## src/rtl/sequencer_pkg.sv

```systemverilog
// Shared definitions for the instruction sequencer: FSM encoding, instruction
// classes, controlWord field positions and the fetch control word.
package sequencer_pkg;

    typedef enum logic [1:0] {
        ST_FETCH = 2'd0,
        ST_EXEC  = 2'd1,
        ST_HALT  = 2'd2
    } seq_state_e;

    typedef enum logic [2:0] {
        CLS_B       = 3'd0,
        CLS_CBZ     = 3'd1,
        CLS_BCOND   = 3'd2,
        CLS_LDST    = 3'd3,
        CLS_ALU_REG = 3'd4,
        CLS_ALU_IMM = 3'd5,
        CLS_MOV     = 3'd6,
        CLS_UNDEF   = 3'd7
    } instr_class_e;

    localparam int unsigned CW_W     = 31;
    localparam int unsigned PSEL_HI  = 30;
    localparam int unsigned PSEL_LO  = 29;
    localparam int unsigned DA_HI    = 28;
    localparam int unsigned DA_LO    = 24;
    localparam int unsigned SA_HI    = 23;
    localparam int unsigned SA_LO    = 19;
    localparam int unsigned SB_HI    = 18;
    localparam int unsigned SB_LO    = 14;
    localparam int unsigned FSEL_HI  = 13;
    localparam int unsigned FSEL_LO  = 9;
    localparam int unsigned REGW_BIT = 8;
    localparam int unsigned RAMW_BIT = 7;
    localparam int unsigned ENMEM_BIT = 6;
    localparam int unsigned ENALU_BIT = 5;
    localparam int unsigned ENB_BIT  = 4;
    localparam int unsigned ENPC_BIT = 3;
    localparam int unsigned BSEL_BIT = 2;
    localparam int unsigned PCSEL_BIT = 1;
    localparam int unsigned SL_BIT   = 0;

    // Psel=01 selects PC <= PC + 4; every other field stays idle.
    localparam logic [CW_W-1:0] FETCH_CW = {2'b01, {(CW_W-2){1'b0}}};

endpackage

```

## src/rtl/opcode_classifier.sv

```systemverilog
// Combinational opcode classifier: maps instruction bits [31:21] to the
// 3-bit decoder class used to select the per-class control decoder.
module opcode_classifier
    import sequencer_pkg::*;
(
    input  logic [10:0] opcode,
    output logic [2:0]  instr_class
);

    instr_class_e cls;

    always_comb begin
        cls = CLS_UNDEF;
        casez (opcode)
            11'b000101?????: cls = CLS_B;
            11'b1011010????: cls = CLS_CBZ;
            11'b01010100???: cls = CLS_BCOND;
            11'b11111000010,
            11'b11111000000: cls = CLS_LDST;
            11'b10001011000,
            11'b11001011000,
            11'b10101011000,
            11'b11101011000,
            11'b10001010000,
            11'b11101010000,
            11'b10101010000,
            11'b11001010000,
            11'b11010011011,
            11'b11010011010: cls = CLS_ALU_REG;
            // Immediate forms only decode the upper 10 bits.
            11'b1001000100?,
            11'b1011000100?,
            11'b1101000100?,
            11'b1111000100?,
            11'b1001001000?,
            11'b1011001000?,
            11'b1101001000?,
            11'b1111001000?: cls = CLS_ALU_IMM;
            11'b110100101??,
            11'b111100101??: cls = CLS_MOV;
            default:         cls = CLS_UNDEF;
        endcase
    end

    assign instr_class = cls;

endmodule

```

## src/rtl/instruction_sequencer.sv

```systemverilog
// Microcoded instruction sequencer: FETCH/EXEC/HALT control FSM feeding an
// external per-class decoder. Define INSTR_COUNT_EN to add retired_count.
module instruction_sequencer
    import sequencer_pkg::*;
(
    input  logic        clock,
    input  logic        reset_n,
    input  logic [31:0] mem_data,
    input  logic        mem_ready,
    input  logic [3:0]  alu_status,
    input  logic [30:0] cw_in,
    input  logic [1:0]  ns_in,
    input  logic [63:0] k_in,
    output logic [31:0] ir,
    output logic [1:0]  state,
    output logic [3:0]  status,
    output logic [2:0]  dec_sel,
    output logic [30:0] controlWord,
    output logic [63:0] K,
`ifdef INSTR_COUNT_EN
    output logic [31:0] retired_count,
`endif
    output logic        halted
);

    seq_state_e  fsm_q, fsm_d;
    logic [31:0] ir_q, ir_d;
    logic [1:0]  state_q, state_d;
    logic [3:0]  status_q, status_d;
    logic [2:0]  dec_sel_q, dec_sel_d;
    logic [2:0]  fetch_class;
    logic        retire;

    opcode_classifier u_classifier (
        .opcode      (mem_data[31:21]),
        .instr_class (fetch_class)
    );

    always_comb begin
        fsm_d       = fsm_q;
        ir_d        = ir_q;
        state_d     = state_q;
        status_d    = status_q;
        dec_sel_d   = dec_sel_q;
        controlWord = '0;
        K           = '0;
        retire      = 1'b0;
        case (fsm_q)
            ST_FETCH: begin
                if (mem_ready) begin
                    controlWord = FETCH_CW;
                    ir_d        = mem_data;
                    dec_sel_d   = fetch_class;
                    state_d     = 2'b00;
                    fsm_d       = (fetch_class == 3'(CLS_UNDEF)) ? ST_HALT : ST_EXEC;
                end
            end
            ST_EXEC: begin
                controlWord = cw_in;
                K           = k_in;
                state_d     = ns_in;
                if (cw_in[SL_BIT]) begin
                    status_d = alu_status;
                end
                if (ns_in == 2'b00) begin
                    retire = 1'b1;
                    fsm_d  = ST_FETCH;
                end
            end
            default: begin
                fsm_d = ST_HALT;
            end
        endcase
    end

    always_ff @(posedge clock) begin
        if (!reset_n) begin
            fsm_q     <= ST_FETCH;
            ir_q      <= '0;
            state_q   <= '0;
            status_q  <= '0;
            dec_sel_q <= '0;
        end else begin
            fsm_q     <= fsm_d;
            ir_q      <= ir_d;
            state_q   <= state_d;
            status_q  <= status_d;
            dec_sel_q <= dec_sel_d;
        end
    end

`ifdef INSTR_COUNT_EN
    logic [31:0] count_q, count_d;

    always_comb begin
        count_d = retire ? count_q + 32'd1 : count_q;
    end

    always_ff @(posedge clock) begin
        if (!reset_n) begin
            count_q <= '0;
        end else begin
            count_q <= count_d;
        end
    end

    assign retired_count = count_q;
`else
    logic unused_retire;
    assign unused_retire = retire;
`endif

    assign ir      = ir_q;
    assign state   = state_q;
    assign status  = status_q;
    assign dec_sel = dec_sel_q;
    assign halted  = (fsm_q == ST_HALT);

endmodule

```

## config.mk

```make
export PLATFORM = sky130hd
export DESIGN_NAME = instruction_sequencer
export DESIGN_NICKNAME = d
export VERILOG_FILES = /design/src/rtl/sequencer_pkg.sv /design/src/rtl/opcode_classifier.sv /design/src/rtl/instruction_sequencer.sv
export SDC_FILE = /design/constraint.sdc
export NUM_CORES = 1
export LEC_CHECK = 0
export CAP_MARGIN = 5
export CORE_AREA = 5 5 103 105
export DETAILED_ROUTE_END_ITERATION = 7
export DIE_AREA = 0 0 108 110
export PLACE_DENSITY_LB_ADDON = 0.15
export SYNTH_ARGS = -nofsm -noshare
export SYNTH_HDL_FRONTEND = slang
export SYNTH_SLANG_ARGS = --single-unit
```

## constraint.sdc

```tcl
create_clock -name clock -period 2.6 [get_ports clock]
set_input_delay 0.65 -clock clock [delete_from_list [all_inputs] [get_ports clock]]
set_output_delay 0.65 -clock clock [all_outputs]
set_load 0.05 [all_outputs]
```

==> summary.txt <==
Floorplanning
  – Die width: 108 um
  – Boundary Pins: 273
  – Number of core rows: 36
  – Die height: 110 um
  – Die ar.: 11900 um^2
  – Core Region: 9550 um^2
  – Starting Density: between 20 and 30%

Clock network
  – Reg clk slew, reported paths: 0.09 ns
  – Post-CTS Setup Bufs: 0
  – Clock sinks: 43
  – CTS tree: built
  – PostCTS Resize Cnt: 0
  – Worst-skew pair later-pin latency: between 0.2 and 0.3 ns
  – Cts bufs inserted: 5
  – # H-tree levels: 2
  – CTS Hold Bufs: 0
  – Clk root buf: clkbuf_8
  – Max Root-Sink Buffers: 2

Placed design
  – Number of port buffers: ~270
  – Placer Congestion: 0.856
  – Pre-CTS setup slack: approximately 0.32 ns
  – Post-detail-place hpwl: 11.2 mm

Synth
  – Synthesized netlist cell count: 316
  – Synthesis Warnings: 0
  – Mapped cell area: 2460 um^2
  – Synthesized flop and latch total: 43
  – Top cells by area, synth: dfxtp_1 (35%), and2_1 (24%), nand2_1 (11%), a21boi_1 (6.4%), a21boi_0 (4.9%)
  – Leading area contributor after synthesis: dfxtp_1
  – Post-Syn Nets: between 400 and 500
  – Ys flop type: dfxtp_1
  – Post-synth EDFFs: 0
  – FFs w/ async S/R, synth: 0%
  – Seq/Total Area, Yosys: between 30% and 40%
  – Mean cell area of the mapped netlist: around 7.8 um^2
  – Distinct cells, synth: 37
  – Top-area cell type share of the netlist area: 35.0%

Worst setup path
  – Worst r2r path cells: 5
  – CP endpoint: halted
  – Worst Path Arrival: approximately 1.7 ns
  – Reg-to-reg endpoint: dec_sel[0]$_SDFFE_PN0P_
  – FF-to-FF Start: fsm_q[0]$_SDFFE_PN0P_
  – R2r setup slk: ~1.1 ns
  – Worst setup EP type: output port
  – Crit path kind: flip-flop to output port
  – Worst Path Required: 1.95 ns
  – Crit path from: fsm_q[1]$_SDFFE_PN0P_
  – Crit path launch type: flip-flop
  – CP max FO: 6

Route
  – Vias/cell: 4.36
  – Pre-antenna DRT Iters: 4
  – DRT iter0 DRCs: around 120
  – Via Count: between 3000 and 4000
  – Wire per inst: ~18 um
  – Routed Antenna Nets: 0
  – DRC viols: 0
  – Total Wirelength: approximately 13 mm

Timing
  – Final worst setup slack: roughly 0.27 ns
  – Fin crit share: about nine tenths
  – Hold slack: roughly 0.45 ns
  – Headroom to the max-slew limit: between 60% and 70%
  – Post-layout minimum cycle time: roughly 2.3 ns
  – Max Slew Vio Count: 0
  – Least-Margin Pin Slew: ~0.58 ns
  – RSZ-0062 raised after global routing: no
  – Final setup vio count: 0
  – Final hold vios: 0
  – Setup tns final: 0 ns
  – Clock skew: approximately 0.011 ns
  – Max Freq: roughly 0.43 GHz

Finish
  – Area delta synth->final: 159%
  – Most frequent cells in the layout: clkdlybuf4s50_1 (177), buf_12 (97), and2_1 (94)
  – # nets final: 717
  – # fillers: slightly below 800
  – Share of layout cells above drive strength 1: ~20%
  – Commonest non-fill, non-tap cell in the layout: clkdlybuf4s50_1

Power and ir drop
  – Power, Total: 1.87 mW
  – Peak VDD IR: ~0.30 mV
  – Static Leak: approximately 2.5 nW
  – Pwr dens: around 290 nW/um^2

Hold path
  – Hold Crit Class: flip-flop to flip-flop

Flow run
  – Max Cap Violations: 0

Status
  – Status: finished clean

Global route
  – Grt total ovfl: 0
  – Initial antenna violation count: 1
  – Vias in the first global route: approximately 3100
  – Largest net degree at the start of global routing: roughly 60
  – First-pass GRT wire length: ~18 mm
  – GRT Total Usage: between 20 and 25%
[cell usage after synthesis, types with 2 or more instances]
master / n
nand2_1: 75
nor2b_1: 4
and2_1: 94
o21ai_0: 3
buf_2: 7
a22oi_1: 2
dfxtp_1: 43
nand4_1: 6
clkbuf_1: 10
a21boi_0: 16
buf_8: 2
nor2_1: 5
nor3b_2: 2
and2b_1: 2
a31oi_1: 2
inv_1: 2
a21boi_1: 21
[flip-flops by register name, indices dropped and copies added (netlist names)]
signal / count
ir: 32
fsm_q: 2
status: 4
dec_sel: 3
state: 2
[critical path: stages, from the launching register on]
cell             delay [ns]
dfxtp_1                0.41
nor2b_1                0.15
clkdlybuf4s50_1        0.83
[cell families (layout without fill, tap and decap cells)]
| group | count (synthesis) | count (layout) | share of synthesized area, % |
|---|---|---|---|
| buf+inv | 24 | 290 | 5.13 |
| other cells | 0 | 1 | 0 |
| compound gates | 51 | 51 | 15.3 |
| simple gates | 196 | 196 | 43.8 |
| mux | 1 | 1 | 0.407 |
| xor+xnor | 1 | 1 | 0.356 |
| flops | 43 | 43 | 35.0 |
[stage by stage]
stage | utilization, % | instance area [um^2] | instances
floorplan | - | 2460 | 316
global placement | 65.6 | 6260 | 707
detailed placement | 65.6 | 6260 | 707
CTS | 66.8 | 6380 | 715
global route | 66.8 | 6380 | 716
finish | 66.8 | 6380 | 716
[routing by layer]
metal / wire, um / track usage, % / up-vias
li1: - / - / 1544
met1: 4970 / 23.2 / 1422
met2: 6420 / 36.7 / 144
met3: 1240 / 7.69 / 13
met4: 181 / 4.33 / 0
met5: 0 / 0 / -
[where the power goes]
group	leakage (nW)	switching (mW)	internal [mW]	total [mW]
Combinational	2.09	0.305	0.329	0.634
Clock	0.0581	0.236	0.286	0.522
Sequential	0.353	0.0196	0.696	0.716
[how the worst min path moves through the flow]
| stage | start | endpoint | cells after the start |
|---|---|---|---|
| final | ir[19]$_SDFFE_PN0P_ | ir[19]$_SDFFE_PN0P_ | 2 |
| after global routing | ir[13]$_SDFFE_PN0P_ | ir[13]$_SDFFE_PN0P_ | 2 |
| after CTS | ir[19]$_SDFFE_PN0P_ | ir[19]$_SDFFE_PN0P_ | 2 |
| after detailed placement | ir[14]$_SDFFE_PN0P_ | ir[14]$_SDFFE_PN0P_ | 2 |
| after global placement | ir[19]$_SDFFE_PN0P_ | ir[19]$_SDFFE_PN0P_ | 2 |
| after floorplan | fsm_q[1]$_SDFFE_PN0P_ | fsm_q[1]$_SDFFE_PN0P_ | 1 |
[layout make-up]
type	count	area, um^2	share of cell area, %
antenna	1	2.50	0.0392
clock buffer	5	68.8	1.08
clock inverter	3	43.8	0.686
inverter	3	11.3	0.177
multi-input combinational	249	1480	23.1
sequential	43	861	13.5
tap	133	166	2.61
timing repair buffer	279	3750	58.8
Power figures use the tool's default switching activity.
